==> config.mk <==
export PLATFORM = sky130hd
export DESIGN_NAME = count_ctrl
export DESIGN_NICKNAME = d
export VERILOG_FILES = /design/src/rtl/count_ctrl.sv
export SDC_FILE = /design/constraint.sdc
export NUM_CORES = 1
export LEC_CHECK = 0
export ABC_CLOCK_PERIOD_IN_PS = 2610
export CAP_MARGIN = 25
export CORE_MARGIN = 4
export CORE_UTILIZATION = 60
export CTS_CLUSTER_DIAMETER = 150
export CTS_CLUSTER_SIZE = 12
export DETAILED_ROUTE_END_ITERATION = 7
export GPL_TIMING_DRIVEN = 1
export PLACE_DENSITY = 0.78
export SLEW_MARGIN = 20
export SYNTH_ARGS = -nofsm -noshare
export SYNTH_HDL_FRONTEND = slang
export SYNTH_SLANG_ARGS = --single-unit
==> constraint.sdc <==
create_clock -name clk -period 2.61 [get_ports clk]
set_input_delay 0.783 -clock clk [delete_from_list [all_inputs] [get_ports clk]]
set_output_delay 0.783 -clock clk [all_outputs]
set_load 0.02 [all_outputs]
==> src/rtl/count_ctrl.sv <==
// Button-driven count controller: three synchronized, debounced buttons steer a
// STOPPED/RUNNING FSM that emits count-enable pulses and a 2-bit mode.
module count_ctrl #(
  parameter int unsigned DEBOUNCE_CYCLES = 4,
  parameter int unsigned PRESCALE        = 10
) (
  input  logic       clk,
  input  logic       rst,
  input  logic       btn_mode,
  input  logic       btn_run,
  input  logic       btn_step,
  output logic       en,
  output logic [1:0] mode,
  output logic       running
);

  localparam logic [0:0]  STOPPED = 1'b0;
  localparam logic [0:0]  RUNNING = 1'b1;
  localparam logic [7:0]  DB_LAST = 8'(DEBOUNCE_CYCLES - 1);
  localparam logic [15:0] PS_LAST = 16'(PRESCALE - 1);

  localparam int unsigned B_MODE = 0;
  localparam int unsigned B_RUN  = 1;
  localparam int unsigned B_STEP = 2;

  logic [2:0]      btn_raw;
  logic [2:0]      sync1_q, sync1_d;
  logic [2:0]      sync2_q, sync2_d;
  logic [2:0]      db_q, db_d;
  logic [2:0]      press_q, press_d;
  logic [2:0][7:0] cnt_q, cnt_d;

  logic [0:0]  state_q, state_d;
  logic [1:0]  mode_q, mode_d;
  logic [15:0] pre_q, pre_d;
  logic        en_q, en_d;

  assign btn_raw = {btn_step, btn_run, btn_mode};

  always_comb begin
    sync1_d = btn_raw;
    sync2_d = sync1_q;
    for (int unsigned i = 0; i < 3; i++) begin
      cnt_d[i]   = '0;
      db_d[i]    = db_q[i];
      press_d[i] = 1'b0;
      // press_q marks the cycle after a 0->1 debounced update, so the FSM
      // acts exactly one edge after the debounced state flips
      if (sync2_q[i] != db_q[i]) begin
        if (cnt_q[i] == DB_LAST) begin
          db_d[i]    = ~db_q[i];
          press_d[i] = ~db_q[i];
        end else begin
          cnt_d[i] = cnt_q[i] + 8'd1;
        end
      end
    end
  end

  always_comb begin
    state_d = state_q;
    mode_d  = mode_q;
    pre_d   = pre_q;
    en_d    = 1'b0;

    if (press_q[B_MODE]) begin
      mode_d = mode_q + 2'd1;
    end

    case (state_q)
      STOPPED: begin
        if (press_q[B_RUN]) begin
          state_d = RUNNING;
          pre_d   = '0;
        end else if (press_q[B_STEP]) begin
          en_d = 1'b1;
        end
      end
      default: begin
        // stopping or a mode change restarts the cadence and drops any pulse
        if (press_q[B_RUN]) begin
          state_d = STOPPED;
          pre_d   = '0;
        end else if (press_q[B_MODE]) begin
          pre_d = '0;
        end else if (pre_q == PS_LAST) begin
          pre_d = '0;
          en_d  = 1'b1;
        end else begin
          pre_d = pre_q + 16'd1;
        end
      end
    endcase
  end

  always_ff @(posedge clk) begin
    if (rst) begin
      sync1_q <= '0;
      sync2_q <= '0;
      db_q    <= '0;
      press_q <= '0;
      cnt_q   <= '0;
      state_q <= STOPPED;
      mode_q  <= '0;
      pre_q   <= '0;
      en_q    <= 1'b0;
    end else begin
      sync1_q <= sync1_d;
      sync2_q <= sync2_d;
      db_q    <= db_d;
      press_q <= press_d;
      cnt_q   <= cnt_d;
      state_q <= state_d;
      mode_q  <= mode_d;
      pre_q   <= pre_d;
      en_q    <= en_d;
    end
  end

  assign en      = en_q;
  assign mode    = mode_q;
  assign running = (state_q == RUNNING);

endmodule
* Word-level counts from Yosys, hierarchy flattened
Index checks and enable logic that the tools add are counted.
Widths: inputs -> output; s select.
** Storage, ports and cells
- Word-level logic and storage cells :: 60
- Input port bits :: 5
- Register bits :: 56
** Operators by class
- Mux-type cells :: 14
- Reductions and logical operators :: 10
- Equality and inequality tests :: 7
- Bitwise gates (word level) :: 9
- $add $sub $neg :: 5
** Operators by type and width (number)
- $mux 16 :: 5
- $add 8x1->8 const B :: 3
- $eq 8x2->1 const B :: 3
- $reduce_or 3->1 :: 6
- $add 16x1->16 const B :: 1
- $eq 16x4->1 const B :: 1
- $mux 1 :: 9
- $not 1->1 :: 9
- $reduce_and 2->1 :: 3
- $ne 1x1->1 :: 3
- $add 2x1->2 const B :: 1
- $reduce_bool 2->1 :: 1

* Depth between registers and ports, before layout
Gate-level depths: netlist of run 1.
- Depth in word-level cells :: 5
- Gate-level depth with buffers :: 7

* Least setup slack after synthesis of run 1
OpenSTA, ideal clock, no wires.
- Path type :: register to register
- From :: register pre_q[0]
- To :: register en_q, in the netlist en
- Cell stages (with the launch flop) :: 7
- Setup slack :: 332 ps
- Data arrival time :: 2198 ps
- Buffers on the path :: 1
- Setup time :: 79 ps
- Cells stage by stage :: dfxtp_1 > ha_1 > or4b_1 > or4_4 > buf_6 > or3_1 > a211oi_2
** Between the ends
- Cells in the longest elaborated chain, start to end :: 5
** Ends and longest elaborated chain
- from (decl) :: line 35 : logic [15:0] pre_q, pre_d;
- from (signal assigned) :: line 115 : pre_q <= pre_d;
- $eq 16x4->1 :: line 86 : end else if (pre_q == PS_LAST) begin
- $mux 1 :: line 86
- $mux 1 :: line 84 : end else if (press_q[B_MODE]) begin
- $mux 1 :: line 81 : if (press_q[B_RUN]) begin
- $mux 1 :: line 70 : case (state_q)
- to (signal assigned) :: line 116 : en_q <= en_d;
- to (decl) :: line 36 : logic en_q, en_d;
Every way passes these cells.
A chain may end at the register's enable or synchronous reset.

==> results of run 1 <==
## power by group through the flow
stage,logic [mW],registers [mW],clock network (mW)
floorplan,0.0181,0.882,0
global placement,0.0288,0.883,0
detailed placement,0.0291,0.883,0
CTS,0.0293,0.863,0.481
global route,0.0323,0.864,0.513
finish,0.0294,0.863,0.470
## placed cells by master (no fill, tap or decap), types with 6 or more instances in the layout
| cell type | count |
|---|---|
| and3_1 | 13 |
| clkdlybuf4s50_1 | 8 |
| dfxtp_1 | 56 |
| ha_1 | 6 |
| inv_1 | 7 |
| nand2_1 | 14 |
| nand3_1 | 24 |
| nand4_1 | 9 |
| nor2_1 | 40 |
| nor2b_1 | 9 |
| nor3_1 | 6 |
| nor4_1 | 9 |
| xnor2_1 | 11 |
| xor2_1 | 13 |
## worst max-delay path, delay by kind of cell
| kind | cells | cell delay [ns] |
|---|---|---|
| mux | 1 | 0.21 |
| buf+inv | 1 | 0.43 |
| simple gates | 1 | 0.58 |
| compound gates | 2 | 0.66 |
## final timing paths
path,start,to,depth (start not counted)
min reg2reg,sync1_q[1]$_SDFF_PP0_,sync2_q[1]$_SDFF_PP0_,1
max,rst,pre_q[14]$_SDFFE_PP0P_,5
min,sync1_q[1]$_SDFF_PP0_,sync2_q[1]$_SDFF_PP0_,1
max reg2reg,pre_q[1]$_SDFFE_PP0P_,pre_q[14]$_SDFFE_PP0P_,6
## state kept, by name (all words and copies together), names as in the netlist
name	cells
press_q	3
cnt_q	24
mode	2
sync2_q	3
db_q	3
running	1
sync1_q	3
pre_q	16
en	1
## through the flow
stage,cell area (µm²),std cells,util [%]
2_1_floorplan,2480,272,-
3_3_place_gp,2620,328,65.5
3_5_place_dp,2620,328,65.5
4_1_cts,2710,336,67.8
5_1_grt,2720,336,68.0
6_report,2720,336,68.0
## cell type report
class                           instances  area [µm²]  area share (%)
Multi-Input combinational cell        202        1310            48.0
Sequential cell                        56        1120            41.2
Timing Repair Buffer                   13         118            4.32
Clock buffer                            6        72.6            2.67
Tap cell                               50        62.6            2.30
Inverter                                7        26.3           0.966
Clock inverter                          2        16.3           0.598
## metal layers
layer	GRT usage (%)	vias up	part of all wire (%)
met5	0	-	0
met4	7.72	0	1.8
met3	4.71	9	4.5
met2	33.5	44	49
met1	23.4	957	45
li1	-	1006	-
## cell families after synthesis
logic type	Yosys count	synth area share, %
simple gates	143	30.3
flops	56	45.2
compound gates	25	8.62
xor+xnor	24	8.47
buf+inv	14	2.72
fa+ha+maj	6	3.02
mux	4	1.66
==> results.toml, run 1 <==
[grt]
grt_max_degree = 29
global_route.usage.total_pct = 19.5
grt_antenna_before_repair = 0
global_route_total_overflow = 0
number_of_global_route_vias_before_repair = 1880
first_pass_grt_wire_length_mm = 8.18

[power]
p_sw_share_pct = 21.9
report.power.total_mw = 1.36
leakagePower_nw = 0.963
netSwitchingPower_mw = 0.299
power.ir.vdd_worst_v = 0.000234
clockPowerShare_pct = 34.5
power-per-cell-area_mw_per_mm2 = 501
share_seq_of_total_power_pct = 63.3
power.combinational.fraction_pct = 2.2
cell_internal_pwr_mw = 1.06

[synth]
postSynth.asyncResetShare_pct = 0
synthDominantCellAreaShare_pct = 45.2
syn-num-nets = 283
synthesis.yosys.warnings = 0
synth.ff_latch_count = 56
post_synth_main_area_contributors = "dfxtp_1 45%, nor2_1 6.0%, nand3_1 4.8%"
yosys.area.top_type = "dfxtp_1"
synth_enable_flop_cells = 0
synthesis.area_mm2 = 0.00248
synth_cells = 272
yosysMostFrequentCell = "dfxtp_1"
synth_cell_type_count = 44
top_cells_by_count_synth = "56 x dfxtp_1, 40 x nor2_1, 24 x nand3_1, 14 x nand2_1"
synth.avg_cell_area_um2 = 9.13
synth_flop_cell = "dfxtp_1"
synth_sequential_area_ratio_pct = 45.2

[flow_run]
count_of_maximum_capacitance_violations = 0

[setup_path]
crit_required_ns = 2.87
critical-path-max-stage-delay_ns = 0.58
cells_along_the_critical_path = "clkdlybuf4s50_1 -> nor4b_1 -> o41ai_4 -> o31ai_1 -> mux2_2"
critical_path.max_fanout = 9
worst-endpoint-arrival_ns = 2.67
worst_setup_path_start_kind = "input pin"
crit_slowest_cell = "nor4b_1"
setup.worst_path.class = "in2reg"
r2r_slack_ns = 0.24
critPathCaptureType = "flip-flop"

[die]
ioPinCount = 9
total_die_area_mm2 = 0.00523
floorplan.core_area_mm2 = 0.00400
fp-row-count = 23
die_width_um = 72.3
die_height_um = 72.3
initial_core_util_pct = 62.1

[cts]
cts_buffer_depth = 2
clk_latency_worst_skew_pair_ns = 0.31
holdBufCountCts = 0
postCtsSetupRepairBufs = 0
cts.sink_count = 56
clock-root-buffer = "clkbuf_8"
path_clk_slew_ns = 0.10
postCtsResizedCells = 0
numCtsBuffers = 5
htreeDepth = 2
cts_tree = "yes"

[placed_design]
place_worst_setup_slack_ns = 0.0532
place_hpwl_mm = 3.26
weighted_congestion_reported_at_the_end_of_routability_driven_placement = 0.821
portBuffers = 8

[sta]
rsz0062_at_grt = "false"
hold_viol_final = 0
max-slew-margin-rel_pct = 34.8
final.setup.worst_slack_ns = 0.203
worst_pin_slew_ns = 0.971
max_clock_freq_mhz = 415
finalCriticalPeriod_ns = 2.41
clock-skew-final_ns = 0.00874
fin_setup_tns_ns = 0
minimum_hold_slack_ns = 0.443
post-route-period-util_pct = 92.2
slew_violations = 0
report.final.setup_viol = 0

[drt]
postRouteAntennaNets = 0
detail_route.wl_per_cell_um = 14.4
vias = 2016
detail_route.drc_violations = 0
drt_first_iter_violations = 121
wl_mm = 4.85
drt-pass1-iter-count = 4
vias_per_cell = 6.00

[worst_hold_path]
holdCritPathClass = "reg2reg"

[outcome]
run_status = "completed"

[cells_and_area]
drive_gt1_share_pct = 6.99
fillers = 347
areaGrowthSynthToFinish_pct = 9.63
antenna_cells_inserted = 0
nets = 296
(Power assumes the default switching activity.)
==> inputs of run 2 (changes only) <==
Settings changed: CTS_CLUSTER_SIZE 12 to 24.
==> results of run 2 <==
No change in the layout: final DEF, timing and power equal those of run 1.
==> inputs of run 3 (changes only) <==
Settings changed: CORE_MARGIN 4 to unset.
==> run 3 against run 2 <==
Against the previous run: largest cell class unchanged; flip-flop and latch count stayed put; highest routed layer unchanged; wire length fell by 7.9%; critical endpoint is now en$_SDFF_PP0_; clock power up 13%.
==> results.toml, run 3 (synthesis results as in run 1) <==
[outcome]
run_status = "completed"

[die]
die_width_um = 66.3
initial_core_util_pct = 62.1
fp-row-count = 23
total_die_area_mm2 = 0.00440
floorplan.core_area_mm2 = 0.00400
die_height_um = 66.3
ioPinCount = 9

[power]
clockPowerShare_pct = 37.3
netSwitchingPower_mw = 0.274
p_sw_share_pct = 19.3
power.ir.vdd_worst_v = 0.000307
share_seq_of_total_power_pct = 60.7
cell_internal_pwr_mw = 1.15
power.combinational.fraction_pct = 2.0
power-per-cell-area_mw_per_mm2 = 519
leakagePower_nw = 0.976

[placed_design]
place_hpwl_mm = 3.08
dpl_cell_area_mm2 = 0.00263
portBuffers = 8
weighted_congestion_reported_at_the_end_of_routability_driven_placement = 0.858

[cells_and_area]
final_design_area_no_fill_mm2 = 0.00274
final_cell_mix = "56 x dfxtp_1, 40 x nor2_1, 24 x nand3_1"
drive_gt1_share_pct = 7.02
largest_register_ff_count = 24
antenna_cells_inserted = 0
regMostFlops = "cnt_q"
multi_input_logic_area_mm2 = 0.00131
nets = 297
fillers = 326
mostFrequentLayoutCell = "dfxtp_1"
sequential_cell_area_mm2 = 0.00112
areaGrowthSynthToFinish_pct = 10.3
biggestRegsByFlops = "cnt_q x24, pre_q x16"

[setup_path]
startpoint = "pre_q[1]$_SDFFE_PP0P_"
worst_setup_path_start_kind = "flip-flop"
crit_required_ns = 2.83
setup.worst_path.class = "reg2reg"
worst-endpoint-arrival_ns = 2.55
critPathCaptureType = "flip-flop"
critical_path.max_fanout = 9
timing.rr.end = "en$_SDFF_PP0_"
r2r_slack_ns = 0.29
reg2reg_launch_point = "pre_q[1]$_SDFFE_PP0P_"
critPathCapture = "en$_SDFF_PP0_"
ff2ff_path_depth = 6

[sta]
clock-skew-final_ns = 0.00518
post-route-period-util_pct = 89.1
rsz0062_at_grt = "false"
worst_pin_slew_ns = 0.805
finalCriticalPeriod_ns = 2.32
max-slew-margin-rel_pct = 45.9
slew_violations = 0
max_clock_freq_mhz = 430
hold_viol_final = 0
fin_setup_tns_ns = 0
report.final.setup_viol = 0

[drt]
detail_route.drc_violations = 0
vias_per_cell = 5.90
detail_route.wl_per_cell_um = 13.3
drt-pass1-iter-count = 5
wl_mm = 4.47
postRouteAntennaNets = 0
drt_first_iter_violations = 124
vias = 1978

[cts]
clock-root-buffer = "clkbuf_8"
clk_latency_worst_skew_pair_ns = 0.30
path_clk_slew_ns = 0.09
numCtsBuffers = 5
cts_tree = "yes"
htreeDepth = 2
cts.sink_count = 56
cts_buffer_depth = 2

[grt]
gr-max-usage-layer = "met2"
number_of_global_route_vias_before_repair = 1844
grt.met1_usage_pct = 27.3
global_route_total_overflow = 0
globalRouteMet2Util_pct = 37.9
global_route.usage.total_pct = 22.6
first_pass_grt_wire_length_mm = 7.63
grt_antenna_before_repair = 0
use_met3_pct = 5.52
grt_max_degree = 29

[flow_run]
count_of_maximum_capacitance_violations = 0

[worst_hold_path]
holdCritPathClass = "reg2reg"
-- run 3: changes by cell type in the layout (fill, tap and decap cells not counted) --
| cell | delta |
|---|---|
| buf_4 | +1 |
| bufinv_16 | +1 |
| clkbuf_1 | -1 |
| clkinv_4 | -1 |
| clkinvlp_4 | -1 |
-- run 3: routing by layer --
layer | vias to the layer above | share of wire [%]
met4 | 0 | 1.9
li1 | 999 | -
met3 | 11 | 3.5
met1 | 930 | 48
met2 | 38 | 46
met5 | - | 0
-- run 3: final cells by class --
class                           instances  share of cell area, %
Sequential cell                        56                   40.9
Inverter                                7                  0.959
Timing Repair Buffer                   14                   4.57
Tap cell                               50                   2.28
Multi-Input combinational cell        202                   47.6
Clock buffer                            5                   2.51
Clock inverter                          1                   1.10
-- run 3: worst max-delay path: stages, from the launching register on --
cell      delay, ns
dfxtp_1        0.36
inv_1          0.07
ha_1           0.12
or4b_1         0.52
or4_4          0.61
or3_1          0.34
a211oi_2       0.22
-- run 3: power by group through the flow --
stage | clock [mW] | sequential, mW | combinational, mW
finish | 0.531 | 0.863 | 0.0287
floorplan | 0 | 0.882 | 0.0181
CTS | 0.541 | 0.863 | 0.0291
global route | 0.569 | 0.864 | 0.0322
detailed placement | 0 | 0.883 | 0.0290
global placement | 0 | 0.883 | 0.0283
-- run 3: timing repair --
action / 4_1_cts / 5_1_grt
setup endpoints to repair: 0 / 3
setup buffers: 0 / 0
hold buffers: 0 / 0
gates resized for setup: 0 / 1
-- run 3: how the worst min path moves through the flow --
| stage | start | end | slack [ns] | depth (start not counted) |
|---|---|---|---|---|
| 5_1_grt | sync1_q[0]$_SDFF_PP0_ | sync2_q[0]$_SDFF_PP0_ | 0.47 | 1 |
| 3_5_place_dp | sync1_q[0]$_SDFF_PP0_ | sync2_q[0]$_SDFF_PP0_ | 0.43 | 1 |
| 4_1_cts | sync1_q[2]$_SDFF_PP0_ | sync2_q[2]$_SDFF_PP0_ | 0.44 | 1 |
| 2_1_floorplan | sync1_q[0]$_SDFF_PP0_ | sync2_q[0]$_SDFF_PP0_ | 0.41 | 1 |
| 3_3_place_gp | sync1_q[0]$_SDFF_PP0_ | sync2_q[0]$_SDFF_PP0_ | 0.42 | 1 |
| 6_report | sync1_q[2]$_SDFF_PP0_ | sync2_q[2]$_SDFF_PP0_ | 0.44 | 1 |
-- run 3: through the flow --
step / total power [mW] / worst slack, ns / hold WS, ns / util (%) / cells
floorplan: 0.900 / 0.332 / 0.414 / - / 272
global placement: 0.911 / 0.202 / 0.419 / 65.7 / 329
global route: 1.47 / 0.185 / 0.474 / 68.5 / 335
CTS: 1.43 / 0.119 / 0.443 / 68.2 / 335
finish: 1.42 / 0.286 / 0.437 / 68.5 / 335
detailed placement: 0.912 / 0.139 / 0.434 / 65.7 / 329
